`src/rtl/mem_access_pkg.sv`:
```
// Shared types and widths for the MIPS memory-access stage.
package mem_access_pkg;
  localparam int DATA_W_DEF = 32;
  localparam int TAG_W      = 5;

  typedef enum logic [1:0] {
    ST_IDLE,
    ST_REQ,
    ST_WAIT,
    ST_DONE
  } state_e;
endpackage

```
`src/rtl/dm_handshake_fsm.sv`:
```
// req/gnt/rvalid handshake controller: state, kill flag and the dm_req/Stall decode.
import mem_access_pkg::*;

module dm_handshake_fsm (
  input  logic   clk,
  input  logic   rst,
  input  logic   mem_op,
  input  logic   misalign,
  input  logic   flush,
  input  logic   stall_in,
  input  logic   dm_gnt,
  input  logic   dm_rvalid,
  output state_e state,
  output logic   kill,
  output logic   dm_req,
  output logic   stall,
  output logic   rsp_take
);
  logic issue;

  assign issue    = mem_op && !flush && !misalign;
  assign rsp_take = (state == ST_WAIT) && dm_rvalid;

  // Decode is gated by reset so dm_req drops the moment reset asserts.
  always_comb begin
    dm_req = 1'b0;
    stall  = 1'b0;
    case (state)
      ST_IDLE: begin dm_req = issue; stall = issue; end
      ST_REQ:  begin dm_req = 1'b1;  stall = 1'b1;  end
      ST_WAIT: stall = 1'b1;
      default: ;
    endcase
    dm_req = rst && dm_req;
    stall  = rst && stall;
  end

  always_ff @(posedge clk or negedge rst) begin
    if (!rst) begin
      state <= ST_IDLE;
      kill  <= 1'b0;
    end else begin
      case (state)
        ST_IDLE: if (issue) state <= dm_gnt ? ST_WAIT : ST_REQ;
        // A grant coinciding with flush is still owed a response, so it wins.
        ST_REQ: begin
          if (dm_gnt) begin
            state <= ST_WAIT;
            if (flush) kill <= 1'b1;
          end else if (flush) begin
            state <= ST_IDLE;
          end
        end
        ST_WAIT: begin
          if (flush)     kill  <= 1'b1;
          if (dm_rvalid) state <= ST_DONE;
        end
        ST_DONE: if (!stall_in) begin
          state <= ST_IDLE;
          kill  <= 1'b0;
        end
        default: state <= ST_IDLE;
      endcase
    end
  end
endmodule

```
`src/rtl/mem_access.sv`:
```
// MIPS memory-access stage: data path around dm_handshake_fsm.
// Optional alignment check enabled by defining MEM_ACCESS_ALIGN_CHK_EN.
import mem_access_pkg::*;

module mem_access #(
  parameter int DATA_W = DATA_W_DEF,
  parameter int CNT_W  = 32
) (
  input  logic              clk,
  input  logic              rst,
  input  logic              stall_in,
  input  logic              flush,
  input  logic [DATA_W-1:0] EXM_ALU_Result,
  input  logic [DATA_W-1:0] EXM_WrData,
  input  logic [TAG_W-1:0]  EXM_Rs,
  input  logic [TAG_W-1:0]  EXM_Rt,
  input  logic [TAG_W-1:0]  EXM_Rdst,
  input  logic              EXM_RegW,
  input  logic              EXM_MemR,
  input  logic              EXM_MemW,
  output logic              dm_req,
  output logic              dm_we,
  output logic [DATA_W-1:0] dm_addr,
  output logic [DATA_W-1:0] dm_wdata,
  input  logic              dm_gnt,
  input  logic              dm_rvalid,
  input  logic [DATA_W-1:0] dm_rdata,
  output logic [DATA_W-1:0] MEM_ALU_Result,
  output logic [TAG_W-1:0]  MEM_Rs,
  output logic [TAG_W-1:0]  MEM_Rt,
  output logic [TAG_W-1:0]  MEM_Rdst,
  output logic              MEM_RegW,
  output logic              MEM_MemR,
  output logic              MEM_MemW,
  output logic              Stall,
  output logic              misalign_err,
  output logic [CNT_W-1:0]  stall_cnt
);
  state_e            state;
  logic              kill, rsp_take, mem_op, misalign, kill_out;
  logic [DATA_W-1:0] load_q;

  assign mem_op = EXM_MemR || EXM_MemW;

`ifdef MEM_ACCESS_ALIGN_CHK_EN
  assign misalign = rst && (state == ST_IDLE) && mem_op && !flush &&
                    (EXM_ALU_Result[1:0] != 2'b00);
`else
  assign misalign = 1'b0;
`endif

  dm_handshake_fsm u_fsm (
    .clk      (clk),
    .rst      (rst),
    .mem_op   (mem_op),
    .misalign (misalign),
    .flush    (flush),
    .stall_in (stall_in),
    .dm_gnt   (dm_gnt),
    .dm_rvalid(dm_rvalid),
    .state    (state),
    .kill     (kill),
    .dm_req   (dm_req),
    .stall    (Stall),
    .rsp_take (rsp_take)
  );

  // Request fields come straight from the EX/MEM register, which Stall holds.
  assign dm_we        = EXM_MemW;
  assign dm_addr      = {EXM_ALU_Result[DATA_W-1:2], 2'b00};
  assign dm_wdata     = EXM_WrData;
  assign misalign_err = misalign;

  always_ff @(posedge clk or negedge rst) begin
    if (!rst)                       load_q <= '0;
    else if (rsp_take && EXM_MemR)  load_q <= dm_rdata;
  end

  assign kill_out       = misalign || ((state == ST_DONE) && (kill || flush));
  assign MEM_ALU_Result = ((state == ST_DONE) && EXM_MemR) ? load_q : EXM_ALU_Result;
  assign MEM_Rs         = EXM_Rs;
  assign MEM_Rt         = EXM_Rt;
  assign MEM_Rdst       = EXM_Rdst;
  assign MEM_RegW       = EXM_RegW && !kill_out;
  assign MEM_MemR       = EXM_MemR && !kill_out;
  assign MEM_MemW       = EXM_MemW && !kill_out;

  always_ff @(posedge clk or negedge rst) begin
    if (!rst)                           stall_cnt <= '0;
    else if (Stall && (stall_cnt != '1)) stall_cnt <= stall_cnt + CNT_W'(1);
  end
endmodule

```
`config.mk`:
```
export PLATFORM = sky130hd
export DESIGN_NAME = mem_access
export DESIGN_NICKNAME = d
export VERILOG_FILES = /design/src/rtl/mem_access_pkg.sv /design/src/rtl/dm_handshake_fsm.sv /design/src/rtl/mem_access.sv
export SDC_FILE = /design/constraint.sdc
export NUM_CORES = 1
export LEC_CHECK = 0
export BUFFER_PORTS_ARGS = -buffer_cell sky130_fd_sc_hd__buf_2
export CORE_AREA = 2 2 105 107
export CTS_BUF_LIST = sky130_fd_sc_hd__clkbuf_2 sky130_fd_sc_hd__clkbuf_4 sky130_fd_sc_hd__clkbuf_8
export CTS_CLUSTER_DIAMETER = 100
export DETAILED_ROUTE_END_ITERATION = 8
export DIE_AREA = 0 0 107 109
export PLACE_DENSITY = 0.82
export RECOVER_POWER = 25
export SYNTH_ARGS = -nofsm -noshare
export SYNTH_HDL_FRONTEND = slang
export SYNTH_SLANG_ARGS = --single-unit
```
`constraint.sdc`:
```
create_clock -name clk -period 3.75 [get_ports clk]
set_input_delay 0.75 -clock clk [delete_from_list [all_inputs] [get_ports clk]]
set_output_delay 0.75 -clock clk [all_outputs]
set_load 0.02 [all_outputs]
```
==> key figures, run 1 <==
STA
  – Slew HR: 33.0%
  – Worst-margin pin slew: 0.980 ns
  – Final slew viol count: 0
  – Tmin final: 2.89 ns
  – RSZ-0062 raised after global routing: no
  – Final Cycle Share: 77.1%
  – Hold Slack: 0.505 ns
  – Setup TNS: 0 ns
  – Setup violations, final: 0
  – Fmax: 0.346 GHz
  – Skew final: 0.0113 ns
  – Final hold vios: 0

Synthesis
  – XOR/XNOR Fraction of Synth Area: 5.82%
  – Synth Area in Adders: 1.85%
  – Simple-gate share of the synthesized area: 13.3%
  – Area of the mapped netlist: 4060 um^2
  – Mux share of post-synthesis cell area: 18.8%
  – Seq/Total Area, Yosys: 41.3%
  – EDFF count, synth: 0
  – Mapped Cells: 368
  – Syn Area/Cell: 11.0 um^2
  – Fraction of registers with async set or reset after synthesis: 100%
  – Synth Area in Compound Gates: 3.02%
  – Distinct cells, synth: 41
  – Synth Flop Type: dfrtp_1
  – Main combinational cell family by area after synthesis: multiplexers
  – Yosys reg bits: 67
  – Yosys warning count: 0

GRT
  – Number of global-route vias before repair: 3046
  – All-Layer GR Usage: 16.4%
  – Gr ovfl total: 0
  – Met2 usage: 29.2%
  – Met1 usage: 17.3%
  – Most Used Layer, Global Route: met2
  – First-pass GRT wire length: 14900 um
  – Met3 GRT Util: 6.99%
  – Initial antenna violation count: 3
  – Largest net degree at the start of global routing: 70

Die
  – Cell row count: 38
  – Die area: 11700 um^2
  – Io pins: 270
  – Die height: 109 um
  – Core Footprint: 10600 um^2
  – Starting Density: 38.3%
  – Die Width: 107 um

Clock network
  – CTS Buffer Depth: 2
  – Setup Fix Bufs, Post-CTS: 0
  – Cts repair resizes: 0
  – H-tree levels: 3
  – Cts bufs inserted: 9
  – Skew-Pair Late Insertion Delay: 0.33 ns
  – Clk pin slew, worst setup/hold paths: 0.08 ns
  – Hold_buf cts: 0
  – CTS tree: done
  – # clock sinks: 67
  – Root Buffer: clkbuf_8

Final layout
  – Reg area: 1680 um^2
  – Fillers: 979
  – Share of cells above drive strength 1: 56.5%
  – Multi-input gate area: 1750 um^2
  – P&R area growth vs syn: 15.7%
  – Final nets: 595

Routing
  – Pre-antenna DRT Iters: 4
  – Vias: 3042
  – Wirelength per Cell: 15.6 um
  – DRT iter0 DRCs: 55
  – Antenna-violating nets left: 0
  – Routed WL: 9630 um
  – Vias per cell: 4.94
  – Remaining routing DRC violations: 0

Critical path
  – Required @ worst endpoint: 3.00 ns
  – Crit path launch type: register
  – Worst-path maximum fanout: 32
  – Worst EP arrival: 2.14 ns
  – Critical Setup Path Class: reg2out
  – WP buf/inv: 2
  – Crit-path slowest cell: dfrtp_1
  – Worst setup EP type: output pin
  – CP max stage delay: 0.43 ns
  – CP delay by family, top: buffers and inverters
  – Critical-path cell list: ha_1 > nand2_1 > buf_4 > mux2_2 > buf_2

Place
  – I/O Buffers: 172
  – Final RePlAce weighted congestion: 0.778
  – Post-DP HPWL: 7570 um

Status
  – Status: complete, no violations

Power and ir drop
  – Worst vdd ir: 302 uV
  – PD cells: 579 nW/um^2
  – Leakage power: 2.33 nW

Job
  – Max-Cap Viols: 0

Min path
  – Worst hold path class: reg2reg
==> sequential cells by signal (all words and copies together) (netlist names) <==
register	count
load_q	32
stall_cnt	32
u_fsm.state	2
u_fsm.kill	1
==> stage by stage <==
stage | setup slack [ns] | cell area [um^2] | cells | total power, mW | utilization, %
floorplan | 1.35 | 4070 | 370 | 1.90 | -
global placement | 1.05 | 4500 | 598 | 2.11 | 42.5
detailed placement | 1.03 | 4500 | 598 | 2.15 | 42.5
CTS | 0.836 | 4700 | 614 | 2.76 | 44.3
global route | 0.755 | 4700 | 615 | 2.91 | 44.3
finish | 0.858 | 4700 | 616 | 2.72 | 44.3
==> report_power, final <==
group          leakage [nW]  internal (mW)  switching (mW)
registers             0.850          0.943           0.153
clock network        0.0950          0.304           0.283
logic                  1.38          0.481           0.560
==> routing by layer <==
| layer | part of all wire (%) | up-vias |
|---|---|---|
| li1 | - | 1412 |
| met1 | 38 | 1466 |
| met2 | 51 | 146 |
| met3 | 8.0 | 16 |
| met4 | 2.1 | 2 |
| met5 | 0.17 | - |
==> final cells by class <==
| cell class | count | area share (%) |
|---|---|---|
| clock inverters | 7 | 1.46 |
| multi-input cells | 213 | 37.2 |
| diodes | 2 | 0.106 |
| inverters | 2 | 0.160 |
| flip-flops and latches | 67 | 35.7 |
| clock buffers | 9 | 2.64 |
| well taps | 140 | 3.73 |
| repair buffers | 176 | 19.0 |
==> synthesized netlist by cell type (2+ instances only) <==
| master | instances | area share (%) |
|---|---|---|
| nand3_1 | 11 | 1.4 |
| nor3_1 | 3 | 0.37 |
| and3_1 | 6 | 0.92 |
| nor2_1 | 13 | 1.2 |
| nand2_1 | 12 | 1.1 |
| mux2i_1 | 2 | 0.49 |
| nand2b_1 | 2 | 0.31 |
| nor2b_1 | 6 | 0.92 |
| and2_1 | 5 | 0.77 |
| nand4_1 | 21 | 3.2 |
| buf_4 | 81 | 15 |
| inv_1 | 2 | 0.18 |
| ha_1 | 6 | 1.8 |
| a21oi_1 | 6 | 0.74 |
| mux2_2 | 66 | 18 |
| xor2_1 | 9 | 1.9 |
| a211oi_1 | 2 | 0.37 |
| nor3_2 | 2 | 0.49 |
| buf_1 | 5 | 0.46 |
| nor4_1 | 2 | 0.31 |
| o21ai_0 | 3 | 0.37 |
| dfrtp_1 | 67 | 41 |
| xnor2_1 | 18 | 3.9 |
==> worst register-to-register path, cell delays in order (launching register included) <==
cell and delay [ns]:
dfrtp_1 0.43, ha_1 0.33, nand2b_1 0.26, or4_4 0.58, a2111oi_2 0.59, nand4_1 0.20, xnor2_1 0.17
==> kinds of logic after synthesis <==
| family | count (synthesis) |
|---|---|
| simple gates | 91 |
| buf+inv | 90 |
| mux | 68 |
| flops | 67 |
| xor+xnor | 27 |
| compound gates | 18 |
| fa+ha+maj | 6 |
| other cells | 1 |
==> layout by cell type (no fill, tap or decap), drive strengths merged, types with 7 or more instances in the layout <==
| cell | count |
|---|---|
| xnor2 | 18 |
| nor2 | 13 |
| dfrtp | 67 |
| xor2 | 9 |
| nand4 | 22 |
| mux2 | 66 |
| nand3 | 11 |
| buf | 175 |
| and3 | 7 |
| clkbuf | 10 |
| nand2 | 12 |
==> worst paths after layout <==
check | start | end | slack, ns | cells past startpoint
max | u_fsm.state[0] | MEM_ALU_Result[30] | 0.86 | 5
min | load_q[16] | load_q[16] | 0.50 | 1
max reg2reg | u_fsm.state[0] | stall_cnt[29] | 1.06 | 6
min reg2reg | load_q[16] | load_q[16] | 0.50 | 1
max in group asynchronous | rst | load_q[11] | 2.55 | 2
min in group asynchronous | rst | stall_cnt[13] | 0.64 | 2
Note: power is estimated with default switching activity, not from simulation.
==> inputs of run 2 (changes only) <==
ABC_AREA = 1   (was unset)
CORE_AREA = 2 2 104 106   (was 2 2 105 107)
DIE_AREA = 0 0 106 108   (was 0 0 107 109)
PLACE_DENSITY = 0.89   (was 0.82)
clock period = 2.8 ns   (was 3.75 ns; I/O delays follow)
==> run 2 against run 1 <==
Against the previous run:
- the flow now finishes with violations (max-capacitance violations, max-slew violations)
- register-to-register slack worse by 0.12 ns
- via count is 28% higher
- power is 32% higher
- global-route usage is 4.3 points higher
- synthesized area is 14% higher
- clock-buffer cell count is 2 higher
- utilization is 6.6 points higher
- die area is 1.8% lower
- clock power is 40% higher
==> key figures, run 2 <==
Status
  – Status: complete, but fails checks
  – Failing checks: max-capacitance violations, max-slew violations

Critical path
  – Critical-path cell list: ha_1 > nand2_1 > buf_4 > mux2_2 > buf_2
  – Crit-path slowest cell: mux2_2
  – R2R Setup Slk: 0.94 ns
  – Worst-path maximum fanout: 32
  – Worst EP arrival: 2.06 ns
  – Required @ worst endpoint: 2.24 ns
  – Worst setup EP type: output pin
  – Critical Setup Path Class: reg2out
  – CP max stage delay: 0.43 ns
  – Crit path launch type: register

Final layout
  – P&R area growth vs syn: 12.2%
  – Commonest non-fill, non-tap cell in the layout: nand2_1
  – Share of cells above drive strength 1: 39.8%
  – Final core occ: 51.0%
  – Commonest non-fill, non-tap cells in the layout: nand2_1, buf_2, dfrtp_1
  – Fin area: 5220 um^2
  – Largest registers: load_q: 32 flops, stall_cnt: 32 flops, u_fsm.state: 2 flops
  – Final nets: 791

Die
  – Core Footprint: 10200 um^2
  – Die height: 108 um
  – Starting Density: 45.4%
  – Cell row count: 37
  – Die Width: 106 um
  – Io pins: 270
  – Die area: 11400 um^2

GRT
  – Initial antenna violation count: 1
  – All-Layer GR Usage: 20.7%
  – Number of global-route vias before repair: 3740
  – Largest net degree at the start of global routing: 68
  – Gr ovfl total: 0
  – First-pass GRT wire length: 18300 um

STA
  – Final hold vios: 0
  – Setup violations, final: 0
  – Worst-margin pin slew: 1.63 ns
  – Setup TNS: 0 ns
  – Slew HR: -8.39%
  – Worst setup margin: 0.177 ns
  – RSZ-0062 raised after global routing: no
  – Skew final: 0.00935 ns
  – Tmin final: 2.62 ns
  – Final slew viol count: 68
  – Final Cycle Share: 93.7%
  – Fmax: 0.381 GHz

Routing
  – Routed WL: 11800 um
  – Remaining routing DRC violations: 0
  – Pre-antenna DRT Iters: 4
  – Wirelength per Cell: 14.6 um
  – Antenna-violating nets left: 0
  – Vias per cell: 4.83
  – Vias: 3897
  – DRT iter0 DRCs: 144

Job
  – Max-Cap Viols: 1

Synthesis
  – Seq/Total Area, Yosys: 36.1%
  – Yosys warning count: 0
  – Fraction of registers with async set or reset after synthesis: 100%
  – Yosys reg bits: 67
  – Most frequent cell after synthesis: nand2_1
  – Synth Flop Type: dfrtp_1
  – EDFF count, synth: 0
  – Mapped Cells: 569
  – Top cell type's share of synthesized area: 36.1%
  – Top cells by area, synth: dfrtp_1, nand2_1, mux2_2, buf_4, nor2_1
  – Area of the mapped netlist: 4650 um^2
  – Synth top cells by count: nand2_1, buf_4, dfrtp_1, mux2_2, nor2_1
  – Largest area contributor in the netlist: dfrtp_1
  – Distinct cells, synth: 27
  – Syn Area/Cell: 8.17 um^2

Clock network
  – # clock sinks: 67
  – Setup Fix Bufs, Post-CTS: 0
  – Cts bufs inserted: 9
  – Cts repair resizes: 0
  – CTS Buffer Depth: 2
  – Hold_buf cts: 0
  – CTS tree: done
  – Clk pin slew, worst setup/hold paths: 0.08 ns
  – Skew-Pair Late Insertion Delay: 0.34 ns
  – H-tree levels: 3
  – Root Buffer: clkbuf_8

Power and ir drop
  – Leakage power: 2.70 nW
  – Comb pwr share: 37.3%
  – Part of the power in registers: 39.9%
  – Sw Share: 36.9%
  – PD cells: 688 nW/um^2
  – Power consumption: 3.59 mW
  – Internal: 2.26 mW
  – Clk pwr share: 22.8%
  – Worst vdd ir: 334 uV
  – Sw Pwr: 1.33 mW

Place
  – Final RePlAce weighted congestion: 0.883
  – Post-placement worst setup slack: 0.563 ns
  – I/O Buffers: 172
  – Post-DP HPWL: 9200 um
  – Cell Area, Placed: 5020 um^2

Min path
  – Worst hold path class: in2reg
==> run 2: metrics by stage <==
stage               hold slack [ns]  cells
finish                        0.447    806
global route                  0.420    806
CTS                           0.423    805
detailed placement            0.482    790
global placement              0.474    790
floorplan                     0.264    571
==> run 2: logic make-up (layout without fill, tap and decap cells) <==
group                      after synthesis  count (layout)  synth area share [%]
and+or+nand+nor                        274             274                  24.6
xor gates and xnor gates                13              13                  2.45
buffers and inverters                  128             226                  17.9
adders and majority gates                6               6                  1.61
DFF                                     67              67                  36.1
muxes                                   64              64                  15.5
AOI/OAI and AO/OA                       16              16                  1.78
other                                    1               4                0.0807
==> run 2: power groups by stage <==
| stage | logic (mW) | clock network (mW) | registers (mW) |
|---|---|---|---|
| floorplan | 1.16 | 0 | 1.41 |
| global placement | 1.30 | 0 | 1.44 |
| detailed placement | 1.35 | 0 | 1.45 |
| CTS | 1.35 | 0.854 | 1.43 |
| global route | 1.48 | 0.899 | 1.47 |
| finish | 1.34 | 0.820 | 1.43 |
==> run 2: final timing paths <==
| check | startpoint | endpoint | depth (start not counted) |
|---|---|---|---|
| worst max-delay path | u_fsm.state[0] | MEM_ALU_Result[20] | 5 |
| worst min-delay path | dm_rdata[17] | load_q[17] | 2 |
| worst max register to register | stall_cnt[1] | stall_cnt[27] | 10 |
| worst min register to register | u_fsm.kill | u_fsm.kill | 2 |
| max in group asynchronous | rst | load_q[9] | 2 |
| min in group asynchronous | rst | stall_cnt[19] | 2 |
==> run 2: cell type report <==
class,instances,area [um^2]
clock buffer,11,151
clock inverter,4,50.0
multi-input combinational,376,2150
tap,136,170
sequential,67,1680
inverter,36,140
antenna,1,2.50
timing repair buffer,175,880
fill,944,5010
==> run 2: layer usage <==
| layer | vias up | part of all wire, % | GRT usage (%) | wire length (um) |
|---|---|---|---|---|
| met5 | - | 0 | 0 | 0 |
| met4 | 0 | 4.4 | 10.4 | 512 |
| met3 | 37 | 7.6 | 6.63 | 892 |
| met2 | 171 | 51 | 38.1 | 6060 |
| met1 | 1796 | 37 | 21.3 | 4310 |
| li1 | 1893 | - | - | - |
==> run 2: critical path: cells and delay by family (launching register included) <==
family	cells	cell delay [ns]
DFF	1	0.42
buffers and inverters	2	0.53
adders and majority gates	1	0.27
and+or+nand+nor	1	0.08
muxes	1	0.43
==> inputs of run 3 (changes only) <==
ABC_AREA = unset   (was 1)
CAP_MARGIN = 20   (was unset)
CORE_AREA = 2 2 105 107   (was 2 2 104 106)
DIE_AREA = 0 0 107 109   (was 0 0 106 108)
PLACE_DENSITY = 0.82   (was 0.89)
==> run 3 against run 2 <==
Against the previous run:
- critical path type unchanged
- via count shrank 22%
- sequential power grew 3%
- the run now ends clean
- clock skew grew 0.00086 ns
- routed wire length shrank 18%
- clock-buffer cell count shrank 1
==> key figures, run 3 (synthesis results as in run 1) <==
GRT
  – Initial antenna violation count: 3
  – Largest net degree at the start of global routing: 51
  – First-pass GRT wire length: 14900 um
  – Gr ovfl total: 0
  – Number of global-route vias before repair: 2968
  – All-Layer GR Usage: 16.5%

Final layout
  – Share of cells above drive strength 1: 56.2%
  – Fin cells: 615
  – Commonest non-fill, non-tap cell in the layout: buf_2
  – Diode count: 0
  – Final nets: 596
  – P&R area growth vs syn: 15.6%
  – Largest registers: load_q: 32 flops, stall_cnt: 32 flops, u_fsm.state: 2 flops
  – Commonest non-fill, non-tap cells in the layout: buf_2, dfrtp_1, mux2_2
  – Fillers: 1021

Place
  – Placed cell count: 599
  – Post-DP HPWL: 7710 um
  – Post-placement worst setup slack: 0.364 ns
  – Final RePlAce weighted congestion: 0.855
  – I/O Buffers: 172

STA
  – Final Cycle Share: 94.2%
  – Slew HR: 26.6%
  – RSZ-0062 raised after global routing: no
  – Setup TNS: 0 ns
  – Final slew viol count: 0
  – Worst-margin pin slew: 1.10 ns
  – Hold Slack: 0.443 ns
  – Skew final: 0.0102 ns
  – Worst setup margin: 0.162 ns
  – Setup violations, final: 0
  – Final hold vios: 0
  – Tmin final: 2.64 ns
  – Fmax: 0.379 GHz

Die
  – Die area: 11700 um^2
  – Die height: 109 um
  – Starting Density: 38.3%
  – Io pins: 270
  – Core Footprint: 10600 um^2
  – Cell row count: 38
  – Die Width: 107 um

Routing
  – Vias per cell: 4.97
  – Remaining routing DRC violations: 0
  – Vias: 3059
  – Pre-antenna DRT Iters: 4
  – Wirelength per Cell: 15.8 um
  – DRT iter0 DRCs: 97
  – Routed WL: 9690 um
  – Antenna-violating nets left: 0

Clock network
  – Cts bufs inserted: 9
  – Clk pin slew, worst setup/hold paths: 0.08 ns
  – H-tree levels: 3
  – Root Buffer: clkbuf_8
  – Hold_buf cts: 0
  – Skew-Pair Late Insertion Delay: 0.35 ns
  – # clock sinks: 67
  – Setup Fix Bufs, Post-CTS: 0
  – Cts repair resizes: 0
  – CTS Buffer Depth: 2
  – CTS tree: done

Power and ir drop
  – Power consumption: 3.65 mW
  – Leakage power: 2.34 nW
  – PD cells: 778 nW/um^2
  – Worst vdd ir: 423 uV

Critical path
  – Critical Setup Path Class: reg2out
  – Worst setup EP type: output pin
  – Worst EP arrival: 2.08 ns
  – Required @ worst endpoint: 2.24 ns
  – Worst-path maximum fanout: 32
  – Crit path launch type: register

Status
  – Status: complete, no violations

Min path
  – Worst hold path class: in2reg

Job
  – Max-Cap Viols: 0
==> run 3: changes by cell type in the layout (fill, tap and decap cells not counted), sizes merged, moves of 3 or more <==
cell	change
clkinv	+4
nor2	-43
nand3b	-8
xnor2	+12
a21oi	+4
nor4	+4
nor3	+5
nand4	+21
o21ai	-10
and3	+7
nand2	-184
and2	+3
inv	-34
nor2b	+6
==> run 3: critical path, stage by stage, from the launching register on <==
cell	delay [ns]
dfrtp_1	0.42
ha_1	0.29
nand2_1	0.08
buf_4	0.36
mux2_2	0.40
buf_2	0.16
==> run 3: routing by layer <==
| layer | share of wire, % | up-vias | routed length (um) | GRT usage [%] |
|---|---|---|---|---|
| li1 | - | 1409 | - | - |
| met1 | 37 | 1480 | 3590 | 18.0 |
| met2 | 52 | 142 | 5030 | 28.9 |
| met3 | 9.0 | 22 | 869 | 6.52 |
| met4 | 1.7 | 6 | 160 | 6.77 |
| met5 | 0.42 | - | 41 | 0 |
==> run 3: final timing paths <==
path,cells after the start,slack [ns],endpoint,from
max in group asynchronous,3,0.56,load_q[23],rst
min in group asynchronous,2,0.57,u_fsm.state[0],rst
max,5,0.16,MEM_ALU_Result[30],u_fsm.state[0]
min reg2reg,1,0.50,load_q[18],load_q[18]
max reg2reg,6,0.31,stall_cnt[31],u_fsm.state[0]
min,2,0.44,load_q[14],dm_rdata[14]
==> run 3: where the power goes <==
group	switching (mW)	leakage (nW)	internal, mW	total (mW)
sequential	0.208	0.850	1.26	1.47
combinational	0.729	1.38	0.642	1.37
clock	0.390	0.104	0.423	0.813
total	1.33	2.34	2.33	3.65
==> run 3: metrics by stage <==
step	area, um^2	utilization, %
finish	4700	44.3
global route	4700	44.3
CTS	4710	44.4
detailed placement	4510	42.5
global placement	4510	42.5
floorplan	4070	-
==> run 3: cell type report <==
cell class	instances	area [um^2]	area share, %
multi-input combinational	213	1750	37.3
sequential	67	1680	35.7
timing repair buffer	177	891	19.0
tap	140	175	3.73
clock buffer	10	131	2.80
clock inverter	6	66.3	1.41
inverter	2	7.51	0.160
